===== src/rtl/gf_2m_pow_seq.sv =====
// gf_2m_pow_seq
// Sequential GF(2^m) exponentiation / inversion unit. Computes y = a^e in
// the field GF(2)[x]/(x^m + p) by left-to-right square-and-multiply, one
// exponent bit per clock. In inverse mode the exponent is forced to 2^m - 2,
// giving y = a^(-1). A zero operand in inverse mode raises zero_div.
//
// Ports:
//   clk        rising-edge clock
//   rst_n      asynchronous active-low reset (aborts any operation)
//   in_valid   request valid
//   in_ready   unit idle and able to accept a request
//   a          base element (m bits)
//   e          exponent, unsigned (ignored when inv = 1)
//   p          low coefficients of the field polynomial; x^m is implicit
//   inv        1 = compute inverse, 0 = compute a^e
//   out_valid  result valid, held until out_ready
//   out_ready  consumer accepts the result
//   y          registered result
//   zero_div   registered flag: inverse of zero requested
module gf_2m_pow_seq #(
    parameter int m = 4
) (
    input  logic         clk,
    input  logic         rst_n,
    input  logic         in_valid,
    output logic         in_ready,
    input  logic [m-1:0] a,
    input  logic [m-1:0] e,
    input  logic [m-1:0] p,
    input  logic         inv,
    output logic         out_valid,
    input  logic         out_ready,
    output logic [m-1:0] y,
    output logic         zero_div
);

    localparam int KW = $clog2(m);

    typedef enum logic [1:0] {
        IDLE,
        RUN,
        DONE
    } state_t;

    state_t         r_state;
    logic           r_in_ready;
    logic           r_out_valid;
    logic [m-1:0]   r_y;
    logic           r_zero_div;
    logic [m-1:0]   r_a;
    logic [m-1:0]   r_e;
    logic [m-1:0]   r_p;
    logic [m-1:0]   r_acc;
    logic [KW-1:0]  r_k;
    logic           r_zd_next;

    logic [m-1:0]   w_sq;
    logic [m-1:0]   w_next;

    // Shift-and-add field multiply, MSB of the multiplier first. Each step
    // multiplies the partial result by x (reducing x^m back to p) and then
    // conditionally adds the multiplicand, so the result never exceeds m bits.
    function automatic logic [m-1:0] gfMul(
        input logic [m-1:0] x,
        input logic [m-1:0] z,
        input logic [m-1:0] poly
    );
        logic [m-1:0] acc;
        acc = '0;
        for (int i = m - 1; i >= 0; i--) begin
            acc = {acc[m-2:0], 1'b0} ^ (acc[m-1] ? poly : '0);
            if (z[i]) begin
                acc = acc ^ x;
            end
        end
        return acc;
    endfunction

    // One square-and-multiply step: square the accumulator, then multiply by
    // the base only when the current exponent bit is set.
    always_comb begin
        w_sq   = gfMul(r_acc, r_acc, r_p);
        w_next = r_e[r_k] ? gfMul(w_sq, r_a, r_p) : w_sq;
    end

    // Control FSM and datapath registers. Operands are captured on accept so
    // the input pins are free to change while the operation runs. y and
    // zero_div are only written on the final RUN edge, so they stay stable
    // through the whole DONE backpressure period.
    always_ff @(posedge clk or negedge rst_n) begin
        if (!rst_n) begin
            r_state     <= IDLE;
            r_in_ready  <= 1'b1;
            r_out_valid <= 1'b0;
            r_y         <= '0;
            r_zero_div  <= 1'b0;
            r_a         <= '0;
            r_e         <= '0;
            r_p         <= '0;
            r_acc       <= '0;
            r_k         <= '0;
            r_zd_next   <= 1'b0;
        end else begin
            case (r_state)
                IDLE: begin
                    if (in_valid) begin
                        r_a        <= a;
                        r_p        <= p;
                        r_e        <= inv ? {{(m-1){1'b1}}, 1'b0} : e;
                        r_zd_next  <= inv && (a == '0);
                        r_acc      <= {{(m-1){1'b0}}, 1'b1};
                        r_k        <= KW'(m - 1);
                        r_in_ready <= 1'b0;
                        r_state    <= RUN;
                    end
                end
                RUN: begin
                    r_acc <= w_next;
                    if (r_k == '0) begin
                        r_y         <= w_next;
                        r_zero_div  <= r_zd_next;
                        r_out_valid <= 1'b1;
                        r_state     <= DONE;
                    end else begin
                        r_k <= r_k - KW'(1);
                    end
                end
                DONE: begin
                    if (out_ready) begin
                        r_out_valid <= 1'b0;
                        r_in_ready  <= 1'b1;
                        r_state     <= IDLE;
                    end
                end
                default: begin
                    r_out_valid <= 1'b0;
                    r_in_ready  <= 1'b1;
                    r_state     <= IDLE;
                end
            endcase
        end
    end

    assign in_ready  = r_in_ready;
    assign out_valid = r_out_valid;
    assign y         = r_y;
    assign zero_div  = r_zero_div;

endmodule


===== config.mk =====
export PLATFORM = sky130hd
export DESIGN_NAME = gf_2m_pow_seq
export DESIGN_NICKNAME = d
export VERILOG_FILES = /design/src/rtl/gf_2m_pow_seq.sv
export SDC_FILE = /design/constraint.sdc
export NUM_CORES = 1
export LEC_CHECK = 0
export BUFFER_PORTS_ARGS = -buffer_cell sky130_fd_sc_hd__buf_4
export CORE_MARGIN = 2
export CORE_UTILIZATION = 38
export DETAILED_ROUTE_END_ITERATION = 10
export MAX_ROUTING_LAYER = met4
export PLACE_DENSITY = 0.67
export SLEW_MARGIN = 20
export SYNTH_ARGS = -nofsm -noshare
export SYNTH_HDL_FRONTEND = slang
export SYNTH_SLANG_ARGS = --single-unit

===== constraint.sdc =====
create_clock -name clk -period 4.2 [get_ports clk]
set_clock_uncertainty 0.05 [all_clocks]
set_input_delay 0.84 -clock clk [delete_from_list [all_inputs] [get_ports clk]]
set_output_delay 0.84 -clock clk [all_outputs]
set_load 0.03 [all_outputs]

Yosys cells after proc, flatten, opt, wreduce, memory -nomap -nowiden --
Index checks and enable logic that the tools add are counted. Widths: inputs -> output; s select.
Word-level totals: output and inout port bits 7, flip-flop bits (word level) 28, logic and storage cells 78, bits of input ports 17
Operators by class: reduce and logical (&&, ||, !) cells 12, mux-type cells 33, add/subtract/negate cells 1, magnitude comparators 1, equality and inequality tests 6, bitwise logic cells 14
Operators with widths (number):
- $mux 4 | 17
- $xor 4x4->4 | 12
- $reduce_and 3->1 | 4
- $mux 2 | 5
- $ne 2x2->1 const B | 4
- $pmux 4 s2 | 1
- $pmux 1 s3 | 2
- $pmux 2 s3 | 1
- $reduce_and 2->1 | 3
- $mux 1 | 5
- $logic_not 2->1 | 2
- $logic_not 4->1 | 1
- $pmux 2 s2 | 1
- $lt 2x3->1 const B | 1
- $bmux 1 s2 | 1
- $eq 2x1->1 const B | 1
- $eq 2x2->1 const B | 1
- $not 1->1 | 2
- $reduce_bool 2->1 | 1
- $sub 2x1->2 const B | 1
- $logic_and 1x1->1 | 1

Longest topological paths before layout --
depth after elaboration 28, depth in mapped cells 12, gate-level depth less buffers 10

Worst setup path after synthesis --
OpenSTA, ideal clock, no wires.
path type flip-flop to flip-flop, start point reg r_p[3], end point reg r_y[2] (netlist: y[2]), stages on the path, launching flop included 12, arrival time 2.578 ns, path slack 1.476 ns, clock period less this slack 2.724 ns, required time 4.055 ns, buffers on the path 1, library setup time 0.095 ns, cells stage by stage dfrtp_1 buf_6 or3b_1 a31oi_2 nor4_4 xnor3_1 and3_4 o21a_1 xor2_1 a21o_1 a41o_1 o31ai_1
Between the ends: longest elaborated chain between the ends 26
Ends and longest elaborated chain:
- from (decl) | line 52 | logic [m-1:0] r_p;
- from (signal assigned) | line 108 | r_p <= p;
- $mux 4 | line 71 | acc = {acc[m-2:0], 1'b0} ^ (acc[m-1] ? poly : '0);
- $xor 4x4->4 | line 71
- $xor 4x4->4 | line 73 | acc = acc ^ x;
- $mux 4 | line 72 | if (z[i]) begin
- $mux 4 | line 71
- $xor 4x4->4 | line 71
- $xor 4x4->4 | line 73
- $mux 4 | line 72
- [10 not listed]
- $xor 4x4->4 | line 71
- $xor 4x4->4 | line 73
- $mux 4 | line 72
- $mux 4 | line 71
- $xor 4x4->4 | line 71
- $xor 4x4->4 | line 73
- $mux 4 | line 72
- $mux 4 * | line 83 | w_next = r_e[r_k] ? gfMul(w_sq, r_a, r_p) : w_sq;
- to (signal assigned) | line 120 | r_y <= w_next;
- to (decl) | line 48 | logic [m-1:0] r_y;
Mark *: on every way between the ends. The rest lies on a longest branch, timed or not. A chain may end at the register's enable or synchronous reset.

Final worst setup path --
Same ends and word-level chain as after synthesis.

==> report_table.html <==
<table>
<tr><th>Metric</th><th>Value</th></tr>
<tr><th colspan="2">Floorplan</th></tr>
<tr><td>Die extent in y</td><td>76.40 um</td></tr>
<tr><td>Placeable core area</td><td>5075 um^2</td></tr>
<tr><td>Number of I/O pins</td><td>24</td></tr>
<tr><td>Num rows</td><td>26</td></tr>
<tr><td>Starting density of the core</td><td>39.25%</td></tr>
<tr><td>Die span in x</td><td>76.40 um</td></tr>
<tr><td>Die Area</td><td>5837 um^2</td></tr>
<tr><th colspan="2">GRT</th></tr>
<tr><td>Maximum number of pins on one net before global-route repair</td><td>29</td></tr>
<tr><td>Wire length of the first global-routing pass</td><td>7852 um</td></tr>
<tr><td>Antenna violations before repair</td><td>0</td></tr>
<tr><td>Grt ovf</td><td>0</td></tr>
<tr><td>Vias in the first global route</td><td>1731</td></tr>
<tr><td>Overall fraction of global-route tracks in use</td><td>16.77%</td></tr>
<tr><th colspan="2">Power and ir drop</th></tr>
<tr><td>Share of power burned in the clock network</td><td>8.1%</td></tr>
<tr><td>Internal Dissipation</td><td>0.9741 mW</td></tr>
<tr><td>Gate power share</td><td>60.6%</td></tr>
<tr><td>Pwr Density</td><td>839.6 nW/um^2</td></tr>
<tr><td>Sw Ratio</td><td>48.08%</td></tr>
<tr><td>Tot Pwr</td><td>1.876 mW</td></tr>
<tr><td>Maximum resistive drop on vdd</td><td>461.0 uV</td></tr>
<tr><td>Leak pwr</td><td>1.012 nW</td></tr>
<tr><td>Reported net switching power</td><td>0.9021 mW</td></tr>
<tr><td>Part of the total power dissipated in sequential elements</td><td>31.3%</td></tr>
<tr><th colspan="2">Clocking</th></tr>
<tr><td>CTS Root Cell</td><td>sky130_fd_sc_hd__clkbuf_8</td></tr>
<tr><td>Total of hold buffers inserted after clock tree synthesis</td><td>0</td></tr>
<tr><td>Post-CTS setup buffers</td><td>0</td></tr>
<tr><td>Total CTS buffers</td><td>3</td></tr>
<tr><td>CTS tree</td><td>yes</td></tr>
<tr><td>Number of H-tree levels</td><td>1</td></tr>
<tr><td>Maximum count of clock buffers along a single path</td><td>2</td></tr>
<tr><td>TritonCTS Sinks</td><td>28</td></tr>
<tr><td>Clock transition at path regs</td><td>0.10 ns</td></tr>
<tr><td>Clock Latency Late Sink</td><td>0.28 ns</td></tr>
<tr><td>Count of instances resized after the clock tree is built</td><td>0</td></tr>
<tr><th colspan="2">Finish</th></tr>
<tr><td>Fraction of final layout cells with drive strength greater than 1</td><td>16.13%</td></tr>
<tr><td>Relative area change from synthesis to final layout</td><td>12.19%</td></tr>
<tr><td>Most frequent standard cell in the layout excluding fill and tap cells</td><td>sky130_fd_sc_hd__nand2_1</td></tr>
<tr><td>Number of diodes</td><td>0</td></tr>
<tr><td>Non-Filler Cell Area, Final</td><td>2235 um^2</td></tr>
<tr><td>Total number of nets in the final design</td><td>267</td></tr>
<tr><td>Final design utilization</td><td>44.03%</td></tr>
<tr><td>Most frequent cells in the layout</td><td>sky130_fd_sc_hd__nand2_1, sky130_fd_sc_hd__dfrtp_1, sky130_fd_sc_hd__buf_4, sky130_fd_sc_hd__nor2_1, sky130_fd_sc_hd__a21oi_1</td></tr>
<tr><td>Finished Layout Cells</td><td>318</td></tr>
<tr><th colspan="2">Critical path</th></tr>
<tr><td>Kind of start point of the critical path</td><td>flop</td></tr>
<tr><td>Series of cell instances along the critical path</td><td>or3b_1, a31oi_2, nor4_4, xnor2_2, mux2i_1, o21ai_2, xor2_2, nand3_1, a41o_1, o31ai_1</td></tr>
<tr><td>CP Max Fanout</td><td>17</td></tr>
<tr><td>Delay of the slowest cell on the worst path</td><td>0.68 ns</td></tr>
<tr><td>Endpoint required time on the critical path</td><td>4.33 ns</td></tr>
<tr><td>Worst Path Class, Setup</td><td>reg -&gt; reg</td></tr>
<tr><td>Setup slack of the most critical reg-to-reg path</td><td>0.95 ns</td></tr>
<tr><td>Startpoint of the most critical register-to-register path</td><td>r_p[3]$_DFFE_PN0P_</td></tr>
<tr><td>R2r endpoint</td><td>y[2]$_DFFE_PN0P_</td></tr>
<tr><td>Cell at the slowest stage of the critical path</td><td>sky130_fd_sc_hd__dfrtp_1</td></tr>
<tr><td>Top delay family on crit path</td><td>compound AO/OA/AOI/OAI gates</td></tr>
<tr><td>CP Data Arrival Time</td><td>3.38 ns</td></tr>
<tr><td>Register-to-Register Path Depth</td><td>10</td></tr>
<tr><td>Source of the critical timing path</td><td>r_p[3]$_DFFE_PN0P_</td></tr>
<tr><td>Critical path buffers and inverters</td><td>0</td></tr>
<tr><td>Critical path capture point type</td><td>flop</td></tr>
<tr><th colspan="2">Drt</th></tr>
<tr><td>DR pass1 iterations</td><td>4</td></tr>
<tr><td>Remaining DRCs</td><td>0</td></tr>
<tr><td>Total vias in the final route</td><td>1692</td></tr>
<tr><td>Average routed wire per standard cell</td><td>13.70 um</td></tr>
<tr><td>1st-iter DRT viols</td><td>68</td></tr>
<tr><td>Vias per Instance</td><td>5.321</td></tr>
<tr><td>Post-Route WL</td><td>4357 um</td></tr>
<tr><td>Number of antenna-violating nets in the routed design</td><td>0</td></tr>
<tr><th colspan="2">Synthesis</th></tr>
<tr><td>Total standard cell area after synthesis</td><td>1992 um^2</td></tr>
<tr><td>Share of synthesized area occupied by flip-flops and latches</td><td>35.24%</td></tr>
<tr><td>Dominant synthesized flop cell</td><td>sky130_fd_sc_hd__dfrtp_1</td></tr>
<tr><td>Gate count after technology mapping</td><td>237</td></tr>
<tr><td>Number of enable flip-flop cells after synthesis</td><td>0</td></tr>
<tr><td>Average size of a mapped cell</td><td>8.405 um^2</td></tr>
<tr><td>Post-synthesis sequential element count</td><td>28</td></tr>
<tr><td>Most area-hungry cell type in the Yosys netlist</td><td>sky130_fd_sc_hd__dfrtp_1</td></tr>
<tr><td>Yosys Warn Count</td><td>0</td></tr>
<tr><td>Leading cell types by total area after synthesis</td><td>sky130_fd_sc_hd__dfrtp_1, sky130_fd_sc_hd__nand2_1, sky130_fd_sc_hd__nor2_1, sky130_fd_sc_hd__xnor3_1, sky130_fd_sc_hd__a21oi_1</td></tr>
<tr><td>Post-Syn Nets</td><td>255</td></tr>
<tr><td>Portion of synthesized cell area occupied by the leading cell type</td><td>33.92%</td></tr>
<tr><td>Async set-reset flop share out of synthesis</td><td>100.0%</td></tr>
<tr><td>Count of distinct cell types in the synthesized netlist</td><td>49</td></tr>
<tr><th colspan="2">Timing</th></tr>
<tr><td>Setup repair after global routing missed its margin</td><td>false</td></tr>
<tr><td>Tcrit/Tclk final</td><td>77.41%</td></tr>
<tr><td>Summed negative setup slack over all endpoints</td><td>0 ns</td></tr>
<tr><td>Slew margin rel.</td><td>51.27%</td></tr>
<tr><td>Worst Max-Slew Pin Slew</td><td>0.7301 ns</td></tr>
<tr><td>Number of pins exceeding their max-slew limit in the final report</td><td>0</td></tr>
<tr><td>Highest clock frequency the design can meet</td><td>307.6 MHz</td></tr>
<tr><td>Final hold viol count</td><td>0</td></tr>
<tr><td>Shortest period the worst path allows</td><td>3.251 ns</td></tr>
<tr><td>Number of setup violations in the final report</td><td>0</td></tr>
<tr><th colspan="2">Placement</th></tr>
<tr><td>GPL Wtd Cong</td><td>0.8197</td></tr>
<tr><td>Number of buffer cells added on primary ports</td><td>23</td></tr>
<tr><td>Post-DP HPWL</td><td>3232 um</td></tr>
<tr><td>Placed Cells</td><td>314</td></tr>
<tr><td>Post-placement cell area</td><td>2183 um^2</td></tr>
<tr><th colspan="2">Outcome</th></tr>
<tr><td>Outcome</td><td>completed</td></tr>
<tr><th colspan="2">Flow run</th></tr>
<tr><td>Max-cap violations</td><td>0</td></tr>
<tr><th colspan="2">Hold path</th></tr>
<tr><td>Hold Crit Class</td><td>in -&gt; async</td></tr>
</table>
[synth_stat cells (all sizes together), types with 4 or more instances]
library cell	instances
nand3b	4
buf	7
nor2	19
nand2b	4
nor3b	5
o31ai	5
xnor2	5
nor2b	5
dfrtp	27
mux2i	4
a21oi	13
inv	6
xor2	5
o21ai	16
clkbuf	9
nand2	51
nand3	8
[cell families (layout without fill, tap and decap cells)]
logic type                 after synthesis  in the layout  share of synthesized area (%)
adders and majority gates                1              1                         0.6280
DFF                                     28             28                          35.24
and+or+nand+nor                        108            108                          26.44
muxes                                    8              8                          4.837
AOI/OAI and AO/OA                       57             57                          19.47
xor gates and xnor gates                13             13                          8.543
buffers and inverters                   22             33                          4.836
[final cells by class]
class | count | area (um^2)
Inverter | 6 | 22.52
Fill cell | 524 | 2840
Timing Repair Buffer | 23 | 172.7
Multi-Input combinational cell | 187 | 1205
Sequential cell | 28 | 701.9
Clock buffer | 4 | 45.04
Tap cell | 70 | 87.58
[sequential cells by signal (all words and copies together), names as in the netlist]
signal	flops
in_ready	1
r_zd_next	1
r_acc	4
r_p	4
r_a	4
r_state	2
zero_div	1
r_k	2
out_valid	1
y	4
r_e	4
[layer usage]
layer	global-route usage [%]	vias up	part of all wire, %
li1	-	845	-
met2	27.96	30	51
met1	21.05	810	45
met4	6.182	0	1.4
met5	-	-	0
met3	1.896	7	2.9
[how the worst max path moves through the flow]
stage | endpoint | cells after the start | slack (ns)
global route | y[2]$_DFFE_PN0P_ | 10 | 0.57
floorplan | y[2]$_DFFE_PN0P_ | 11 | 1.48
CTS | y[2]$_DFFE_PN0P_ | 10 | 0.95
finish | y[2]$_DFFE_PN0P_ | 10 | 0.95
detailed placement | y[2]$_DFFE_PN0P_ | 10 | 1.00
global placement | y[2]$_DFFE_PN0P_ | 10 | 1.07
[power groups by stage]
| stage | clock network (mW) | registers [mW] | logic [mW] |
|---|---|---|---|
| 2_1_floorplan | 0 | 0.491 | 1.01 |
| 3_3_place_gp | 0 | 0.585 | 1.11 |
| 3_5_place_dp | 0 | 0.590 | 1.14 |
| 4_1_cts | 0.154 | 0.585 | 1.14 |
| 5_1_grt | 0.166 | 0.621 | 1.29 |
| 6_report | 0.151 | 0.587 | 1.14 |
[through the flow]
stage / setup slack (ns) / hold WS [ns]
after floorplan: 1.476 / 0.3841
after global placement: 1.073 / 0.4131
after detailed placement: 1.004 / 0.4331
after CTS: 0.9539 / 0.4298
after global routing: 0.5678 / 0.4440
final: 0.9486 / 0.4152
[worst reg2reg max path: stages, from the launching register on]
cell                      delay [ns]
sky130_fd_sc_hd__dfrtp_1        0.68
sky130_fd_sc_hd__or3b_1         0.41
sky130_fd_sc_hd__a31oi_2        0.25
sky130_fd_sc_hd__nor4_4         0.11
sky130_fd_sc_hd__xnor2_2        0.30
sky130_fd_sc_hd__mux2i_1        0.29
sky130_fd_sc_hd__o21ai_2        0.10
sky130_fd_sc_hd__xor2_2         0.31
sky130_fd_sc_hd__nand3_1        0.15
sky130_fd_sc_hd__a41o_1         0.26
sky130_fd_sc_hd__o31ai_1        0.25
No activity file was read; power rests on OpenSTA's default activity.
